`config.mk`:
```
export PLATFORM = sky130hd
export DESIGN_NAME = uart_top_core
export DESIGN_NICKNAME = d
export VERILOG_FILES = /design/src/rtl/uart_pkg.sv /design/src/rtl/uart_rx_engine.sv /design/src/rtl/uart_tx_engine.sv /design/src/rtl/uart_top_core.sv
export SDC_FILE = /design/constraint.sdc
export NUM_CORES = 1
export LEC_CHECK = 0
export CAP_MARGIN = 10
export CORE_ASPECT_RATIO = 1.4
export CORE_MARGIN = 2
export CORE_UTILIZATION = 55
export CTS_CLUSTER_DIAMETER = 100
export DETAILED_ROUTE_END_ITERATION = 12
export PLACE_DENSITY = 0.79
export SYNTH_ARGS = -nofsm -noshare
export SYNTH_HDL_FRONTEND = slang
export SYNTH_SLANG_ARGS = --single-unit
```
`constraint.sdc`:
```
create_clock -name sys_clk -period 6 [get_ports sys_clk]
set_input_delay 1.8 -clock sys_clk [delete_from_list [all_inputs] [get_ports sys_clk]]
set_output_delay 1.8 -clock sys_clk [all_outputs]
set_load 0.005 [all_outputs]
```
`src/rtl/uart_pkg.sv`:
```
// Shared definitions for the 8N1 UART: control/status bit positions, frame states, baud helpers.
package uart_pkg;

    localparam int unsigned CON_EN    = 0;
    localparam int unsigned CON_TXIE  = 1;
    localparam int unsigned CON_RXIE  = 2;
    localparam int unsigned CON_TXPND = 8;
    localparam int unsigned CON_RXPND = 9;
    localparam int unsigned CON_FERR  = 10;

    localparam logic [15:0] BAUD_RST_DEFAULT = 16'h0003;

    typedef enum logic [1:0] {
        ST_IDLE,
        ST_START,
        ST_DATA,
        ST_STOP
    } frame_state_e;

    // Terminal count of the per-bit counter; the bit period is this value plus one.
    function automatic logic [15:0] bit_limit(input logic [15:0] baud);
        return (baud == 16'd0) ? 16'd1 : baud;
    endfunction

endpackage

```
`src/rtl/uart_rx_engine.sv`:
```
// Receive side: two-flop synchroniser, start-bit qualification and mid-bit sampling.
module uart_rx_engine
    import uart_pkg::*;
#(
    parameter int unsigned DATA_BITS = 8
) (
    input  logic                 clk_i,
    input  logic                 rst_i,
    input  logic                 en_i,
    input  logic                 rx_i,
    input  logic [15:0]          baud_i,
    output logic [DATA_BITS-1:0] data_o,
    output logic                 valid_o,
    output logic                 ferr_o
);

    localparam int unsigned IW = $clog2(DATA_BITS);

    frame_state_e         state_q, state_d;
    logic                 s1_q, s2_q, prev_q;
    logic [15:0]          cnt_q, cnt_d;
    logic [15:0]          lim_q, lim_d;
    logic [15:0]          half;
    logic [DATA_BITS-1:0] shift_q, shift_d;
    logic [IW-1:0]        idx_q, idx_d;
    logic                 valid_q, valid_d;
    logic                 ferr_q, ferr_d;

    always_ff @(posedge clk_i or posedge rst_i) begin
        if (rst_i) begin
            s1_q    <= 1'b1;
            s2_q    <= 1'b1;
            prev_q  <= 1'b1;
            state_q <= ST_IDLE;
            cnt_q   <= '0;
            lim_q   <= '0;
            shift_q <= '0;
            idx_q   <= '0;
            valid_q <= 1'b0;
            ferr_q  <= 1'b0;
        end else begin
            s1_q    <= rx_i;
            s2_q    <= s1_q;
            prev_q  <= s2_q;
            state_q <= state_d;
            cnt_q   <= cnt_d;
            lim_q   <= lim_d;
            shift_q <= shift_d;
            idx_q   <= idx_d;
            valid_q <= valid_d;
            ferr_q  <= ferr_d;
        end
    end

    // Edge is seen one cycle into the start bit, so the mid-bit check is P/2-1 counts later.
    assign half = (lim_q >> 1) + {15'd0, lim_q[0]} - 16'd1;

    always_comb begin
        state_d = state_q;
        cnt_d   = cnt_q;
        lim_d   = lim_q;
        shift_d = shift_q;
        idx_d   = idx_q;
        valid_d = 1'b0;
        ferr_d  = 1'b0;
        if (!en_i) begin
            state_d = ST_IDLE;
            cnt_d   = '0;
            idx_d   = '0;
        end else begin
            case (state_q)
                ST_IDLE: begin
                    if (prev_q && !s2_q) begin
                        state_d = ST_START;
                        cnt_d   = '0;
                        lim_d   = bit_limit(baud_i);
                    end
                end
                ST_START: begin
                    if (cnt_q == half) begin
                        cnt_d = '0;
                        lim_d = bit_limit(baud_i);
                        idx_d = '0;
                        state_d = s2_q ? ST_IDLE : ST_DATA;
                    end else begin
                        cnt_d = cnt_q + 16'd1;
                    end
                end
                ST_DATA: begin
                    if (cnt_q == lim_q) begin
                        cnt_d   = '0;
                        lim_d   = bit_limit(baud_i);
                        shift_d = {s2_q, shift_q[DATA_BITS-1:1]};
                        if (idx_q == IW'(DATA_BITS - 1)) begin
                            state_d = ST_STOP;
                        end else begin
                            idx_d = idx_q + 1'b1;
                        end
                    end else begin
                        cnt_d = cnt_q + 16'd1;
                    end
                end
                default: begin
                    if (cnt_q == lim_q) begin
                        state_d = ST_IDLE;
                        cnt_d   = '0;
                        valid_d = s2_q;
                        ferr_d  = ~s2_q;
                    end else begin
                        cnt_d = cnt_q + 16'd1;
                    end
                end
            endcase
        end
    end

    assign data_o  = shift_q;
    assign valid_o = valid_q;
    assign ferr_o  = ferr_q;

endmodule

```
`src/rtl/uart_tx_engine.sv`:
```
// Transmit side: baud counter, shift register and start/data/stop sequencer.
module uart_tx_engine
    import uart_pkg::*;
#(
    parameter int unsigned DATA_BITS = 8
) (
    input  logic                 clk_i,
    input  logic                 rst_i,
    input  logic                 en_i,
    input  logic                 start_i,
    input  logic [DATA_BITS-1:0] data_i,
    input  logic [15:0]          baud_i,
    output logic                 busy_o,
    output logic                 done_o,
    output logic                 tx_o
);

    localparam int unsigned IW = $clog2(DATA_BITS);

    frame_state_e         state_q, state_d;
    logic [15:0]          cnt_q, cnt_d;
    logic [15:0]          lim_q, lim_d;
    logic [DATA_BITS-1:0] shift_q, shift_d;
    logic [IW-1:0]        idx_q, idx_d;
    logic                 tx_q, tx_d;
    logic                 done_q, done_d;

    always_ff @(posedge clk_i or posedge rst_i) begin
        if (rst_i) begin
            state_q <= ST_IDLE;
            cnt_q   <= '0;
            lim_q   <= '0;
            shift_q <= '0;
            idx_q   <= '0;
            tx_q    <= 1'b1;
            done_q  <= 1'b0;
        end else begin
            state_q <= state_d;
            cnt_q   <= cnt_d;
            lim_q   <= lim_d;
            shift_q <= shift_d;
            idx_q   <= idx_d;
            tx_q    <= tx_d;
            done_q  <= done_d;
        end
    end

    // The period is re-latched at every bit boundary so baud writes never split a bit.
    always_comb begin
        state_d = state_q;
        cnt_d   = cnt_q;
        lim_d   = lim_q;
        shift_d = shift_q;
        idx_d   = idx_q;
        tx_d    = tx_q;
        done_d  = 1'b0;
        if (!en_i) begin
            state_d = ST_IDLE;
            cnt_d   = '0;
            idx_d   = '0;
            tx_d    = 1'b1;
        end else if (state_q == ST_IDLE) begin
            if (start_i) begin
                state_d = ST_START;
                shift_d = data_i;
                cnt_d   = '0;
                idx_d   = '0;
                lim_d   = bit_limit(baud_i);
                tx_d    = 1'b0;
            end
        end else if (cnt_q == lim_q) begin
            cnt_d = '0;
            lim_d = bit_limit(baud_i);
            case (state_q)
                ST_START: begin
                    state_d = ST_DATA;
                    tx_d    = shift_q[0];
                end
                ST_DATA: begin
                    if (idx_q == IW'(DATA_BITS - 1)) begin
                        state_d = ST_STOP;
                        tx_d    = 1'b1;
                    end else begin
                        idx_d   = idx_q + 1'b1;
                        shift_d = shift_q >> 1;
                        tx_d    = shift_q[1];
                    end
                end
                default: begin
                    state_d = ST_IDLE;
                    done_d  = 1'b1;
                end
            endcase
        end else begin
            cnt_d = cnt_q + 16'd1;
        end
    end

    assign busy_o = (state_q != ST_IDLE);
    assign done_o = done_q;
    assign tx_o   = tx_q | ~en_i;

endmodule

```
`src/rtl/uart_top_core.sv`:
```
// Register-mapped 8N1 UART: control/baud/TX buffer registers, status flags and interrupt.
module uart_top_core
    import uart_pkg::*;
#(
    parameter int unsigned DATA_BITS = 8,
    parameter logic [15:0] BAUD_RST  = BAUD_RST_DEFAULT
) (
    input  logic        sys_clk,
    input  logic        sys_rst,
    input  logic        uart_con_wr,
    input  logic        uart_baud_wr,
    input  logic        uart_txbuf_wr,
    input  logic [15:0] icb_wdat,
    input  logic        uart_rx,
    output logic [15:0] uart_con,
    output logic [15:0] uart_baud,
    output logic [15:0] uart_txbuf,
    output logic [15:0] uart_rxbuf,
    output logic        uart_tx,
    output logic        uart_en,
    output logic        uart_int
);

    logic [2:0]           ctl_q, ctl_d;
    logic                 txpnd_q, txpnd_d;
    logic                 rxpnd_q, rxpnd_d;
    logic                 ferr_q, ferr_d;
    logic [15:0]          baud_q, baud_d;
    logic [DATA_BITS-1:0] txbuf_q, txbuf_d;
    logic [DATA_BITS-1:0] rxbuf_q, rxbuf_d;
    logic                 int_q, int_d;
    logic [15:0]          clr;
    logic                 tx_start, tx_busy, tx_done;
    logic                 rx_valid, rx_ferr;
    logic [DATA_BITS-1:0] rx_data;

    assign tx_start = uart_txbuf_wr & ctl_q[CON_EN] & ~tx_busy;

    uart_tx_engine #(.DATA_BITS(DATA_BITS)) u_tx (
        .clk_i   (sys_clk),
        .rst_i   (sys_rst),
        .en_i    (ctl_q[CON_EN]),
        .start_i (tx_start),
        .data_i  (icb_wdat[DATA_BITS-1:0]),
        .baud_i  (baud_q),
        .busy_o  (tx_busy),
        .done_o  (tx_done),
        .tx_o    (uart_tx)
    );

    uart_rx_engine #(.DATA_BITS(DATA_BITS)) u_rx (
        .clk_i   (sys_clk),
        .rst_i   (sys_rst),
        .en_i    (ctl_q[CON_EN]),
        .rx_i    (uart_rx),
        .baud_i  (baud_q),
        .data_o  (rx_data),
        .valid_o (rx_valid),
        .ferr_o  (rx_ferr)
    );

    always_ff @(posedge sys_clk or posedge sys_rst) begin
        if (sys_rst) begin
            ctl_q   <= '0;
            txpnd_q <= 1'b0;
            rxpnd_q <= 1'b0;
            ferr_q  <= 1'b0;
            baud_q  <= BAUD_RST;
            txbuf_q <= '0;
            rxbuf_q <= '0;
            int_q   <= 1'b0;
        end else begin
            ctl_q   <= ctl_d;
            txpnd_q <= txpnd_d;
            rxpnd_q <= rxpnd_d;
            ferr_q  <= ferr_d;
            baud_q  <= baud_d;
            txbuf_q <= txbuf_d;
            rxbuf_q <= rxbuf_d;
            int_q   <= int_d;
        end
    end

    // Hardware set is OR-ed after the write-1-to-clear mask so a coincident set wins.
    always_comb begin
        ctl_d   = uart_con_wr ? icb_wdat[2:0] : ctl_q;
        baud_d  = uart_baud_wr ? icb_wdat : baud_q;
        txbuf_d = tx_start ? icb_wdat[DATA_BITS-1:0] : txbuf_q;
        rxbuf_d = rx_valid ? rx_data : rxbuf_q;
        clr     = uart_con_wr ? icb_wdat : '0;
        txpnd_d = tx_done  | (txpnd_q & ~clr[CON_TXPND]);
        rxpnd_d = rx_valid | (rxpnd_q & ~clr[CON_RXPND]);
        ferr_d  = rx_ferr  | (ferr_q  & ~clr[CON_FERR]);
        int_d   = (txpnd_q & ctl_q[CON_TXIE]) | ((rxpnd_q | ferr_q) & ctl_q[CON_RXIE]);
    end

    always_comb begin
        uart_con            = '0;
        uart_con[2:0]       = ctl_q;
        uart_con[CON_TXPND] = txpnd_q;
        uart_con[CON_RXPND] = rxpnd_q;
        uart_con[CON_FERR]  = ferr_q;
    end

    assign uart_baud  = baud_q;
    assign uart_txbuf = {{(16 - DATA_BITS){1'b0}}, txbuf_q};
    assign uart_rxbuf = {{(16 - DATA_BITS){1'b0}}, rxbuf_q};
    assign uart_en    = ctl_q[CON_EN];
    assign uart_int   = int_q;

endmodule

```
==> metrics.md <==
| Metric | Value |
|---|---|
| Status | `finished clean` |
| Initial Util | `0.557` |
| Port Buffers | `62` |
| Total count of hold-check failures in the final report | `0` |
| Largest net degree at the start of global routing | `56` |
| Min-delay worst type | `reg2reg` |
| Antenna viol nets, final | `0` |
| Drt pass-1 iters | `6` |
| Reg-to-Reg Start | `u_rx.lim_q[1]` |
| Post-synth top flop | `dfrtp_1` |
| CP Class | `reg2reg` |
| Synth warn | `0` |
| Core Footprint | `13,200 um2` |
| Routed WL | `17,500 um` |
| Worst Setup Slack, final | `1850 ps` |
| Overflow after GRT | `0` |
| Clock buffer depth | `2` |
| Period utilization | `0.692` |
| CP required | `6280 ps` |
| Routed vias/inst | `6.08` |
| Hold_sp | `u_rx.s1_q` |
| CTS Buf Count | `17` |
| Yosys top cell by area | `dfrtp_1` |
| Die Area | `14,300 um2` |
| Number of cells on the worst reg-to-reg path | `11` |
| Clock skew | `13.7 ps` |
| Post-DP HPWL | `12,400 um` |
| Clock transition at path regs | `60 ps` |
| Worst slew margin | `0.328` |
| Wire length per cell | `18.6 um` |
| Setup TNS | `0 ps` |
| Post-CTS setup buffers | `0` |
| Skew-Pair Late Insertion Delay | `420 ps` |
| Slew Limit Fails | `0` |
| Post-synthesis sequential area ratio | `0.464` |
| Peak VDD IR | `0.000287 V` |
| First-pass GRT wire length | `29,300 um` |
| Post-Syn Area | `7360 um2` |
| Worst-Margin Slew | `1000 ps` |
| Layout Nets | `783` |
| Min Clock Period, post-route | `4150 ps` |
| DR vias | `5,739` |
| Gr usage total | `0.261` |
| I/O pin total | `89` |
| Worst hold path depth | `0` |
| Htree depth | `4` |
| Layout cells sized above 1 | `0.143` |
| DRT iter0 DRCs | `422` |
| Number of global-route vias before repair | `5,824` |
| Crit path launch type | `flop` |
| # resized after CTS | `0` |
| Placer's final routability congestion estimate | `0.896` |
| #FFs+latches synth | `136` |
| Leak | `3.58 nW` |
| Crit Reg-Reg Endpoint | `u_rx.lim_q[7]` |
| Filler cell count | `986` |
| Critical Path Fanout Max | `34` |
| RSZ-0062 raised after global routing | `false` |
| Reg2reg setup slack | `1850 ps` |
| Synth area leaders | `dfrtp_1 (44%), mux2_2 (8.9%), xnor2_1 (3.6%)` |
| Crit end category | `flop` |
| Initial antenna violation count | `0` |
| Final Setup Violations | `0` |
| Synth top area share | `0.442` |
| Cells after synthesis | `719` |
| Post-synth EDFFs | `0` |
| Post-Place Worst Slack | `1650 ps` |
| ANT cells | `0` |
| Worst Hold End | `u_rx.s2_q` |
| Power Density | `366 nW/um2` |
| CTS Root Cell | `clkbuf_16` |
| Area delta synth->final | `15.6%` |
| # Max-Cap Violations | `0` |
| Num rows | `50` |
| CTS tree | `yes` |
| Die Span X | `102 um` |
| Ys async rst share | `1.00` |
| Cell variety after synth | `64` |
| Sink Count | `136` |
| # DRC | `0` |
| Hold-fix buffers, CTS | `0` |
| Die Y | `141 um` |
| Worst endpoint data arrival time | `4430 ps` |
| Achievable Freq | `241 MHz` |
| Synth Area per Inst | `10.2 um2` |
metrics by stage:
stage	instances	power (W)	util	area, um2	hold slack [ps]
floorplan	744	0.00184	-	7450	345
global placement	913	0.00204	0.601	7930	346
detailed placement	913	0.00209	0.601	7930	354
CTS	944	0.00312	0.644	8500	362
global route	944	0.00327	0.644	8500	367
finish	944	0.00311	0.644	8500	359
cells in the final DEF, fill, tap and decap left out, types with 3 or more instances in the layout:
master           synthesis  routed
a21o_1                   4       4
a21oi_1                 24      24
a221oi_1                 3       3
a311oi_1                11      11
a31oi_1                 23      23
a41oi_1                  3       3
and2_1                   4       4
and3_1                  12      12
buf_4                   30       5
clkbuf_16                0      17
clkdlybuf4s50_1          0      62
clkinv_4                 0       4
conb_1                   1      26
dfrtp_1                130     130
dfstp_2                  6       6
ha_1                    11      11
inv_1                   16      15
inv_6                    0       3
mux2_1                  16      16
mux2_2                  58      58
nand2_1                 43      43
nand2b_1                 7       7
nand3_1                 14      14
nand4_1                 10      10
nor2_1                  51      51
nor2b_1                  3       3
nor3_1                  27      26
nor3b_1                  6       6
nor4_1                  22      21
o211ai_1                 4       4
o21ai_0                 13      13
o22ai_1                 15      15
o31ai_1                  3       3
or3_1                    3       3
xnor2_1                 30      30
xor2_1                  30      30
critical path, cell delays in order, from the launching register on:
cell and delay (ps):
dfrtp_1 400, inv_1 70, ha_1 180, ha_1 280
or4b_1 630, o21ai_0 250, o31ai_1 110, a221oi_1 470
nand4_2 140, buf_4 270, a211oi_4 790, mux2_1 410
flip-flops by register name, summed over array words and instances, names as in the netlist, 2 cells and up:
| signal | count |
|---|---|
| u_rx.cnt_q | 16 |
| u_rx.lim_q | 16 |
| u_tx.cnt_q | 16 |
| u_tx.lim_q | 16 |
| uart_baud | 16 |
| rxbuf_q | 8 |
| txbuf_q | 8 |
| u_rx.data_o | 8 |
| u_tx.shift_q | 8 |
| ctl_q | 3 |
| u_rx.idx_q | 3 |
| u_tx.idx_q | 3 |
| u_rx.state_q | 2 |
| u_tx.state_q | 2 |
power by group:
| group | switching [W] | internal (W) |
|---|---|---|
| Combinational | 0.000362 | 0.000400 |
| Sequential | 0.000222 | 0.00110 |
| Clock | 0.000412 | 0.000614 |
synth_stat cells (11+ instances only):
cell,instances
mux2_2,58
mux2_1,16
ha_1,11
nand3_1,14
nor4_1,22
a311oi_1,11
dfrtp_1,130
clkbuf_1,42
inv_1,16
xnor2_1,30
a21oi_1,24
nor3_1,27
o21ai_0,13
and3_1,12
a31oi_1,23
xor2_1,30
buf_4,30
nor2_1,51
o22ai_1,15
nand2_1,43
cell families after synthesis:
logic type / share of synthesized area
compound gates: 0.117
xor+xnor: 0.0714
fa+ha+maj: 0.0187
buf+inv: 0.0663
flops: 0.464
mux: 0.116
other cells: 0.000510
simple gates: 0.146
worst max-delay path by stage:
stage                              from              to  slack (ps)  cells after the start
after global routing      u_rx.lim_q[1]   u_rx.lim_q[7]        1600                     11
after CTS                 u_rx.lim_q[1]   u_rx.lim_q[7]        1870                     11
after detailed placement  uart_txbuf_wr  u_tx.lim_q[12]        1650                      5
after global placement    uart_txbuf_wr   u_tx.lim_q[8]        1800                      5
after floorplan                 sys_rst        ctl_q[0]         570                      1
final                     u_rx.lim_q[1]   u_rx.lim_q[7]        1850                     11
final cells by class:
cell class                      count  area [um2]  share of cell area
Tap cell                          182         228              0.0268
Sequential cell                   136        3410               0.401
Clock inverter                     13         146              0.0172
Inverter                           17        66.3             0.00780
Timing Repair Buffer               67         658              0.0774
Multi-Input combinational cell    511        3560               0.419
Clock buffer                       18         429              0.0505
routing by layer:
layer / vias up / part of all wire / GRT usage
li1: 2601 / - / -
met1: 2855 / 0.39 / 0.312
met2: 238 / 0.53 / 0.449
met3: 45 / 0.044 / 0.0441
met4: 0 / 0.033 / 0.124
met5: - / 0 / 0
Power figures use the tool's default switching activity.
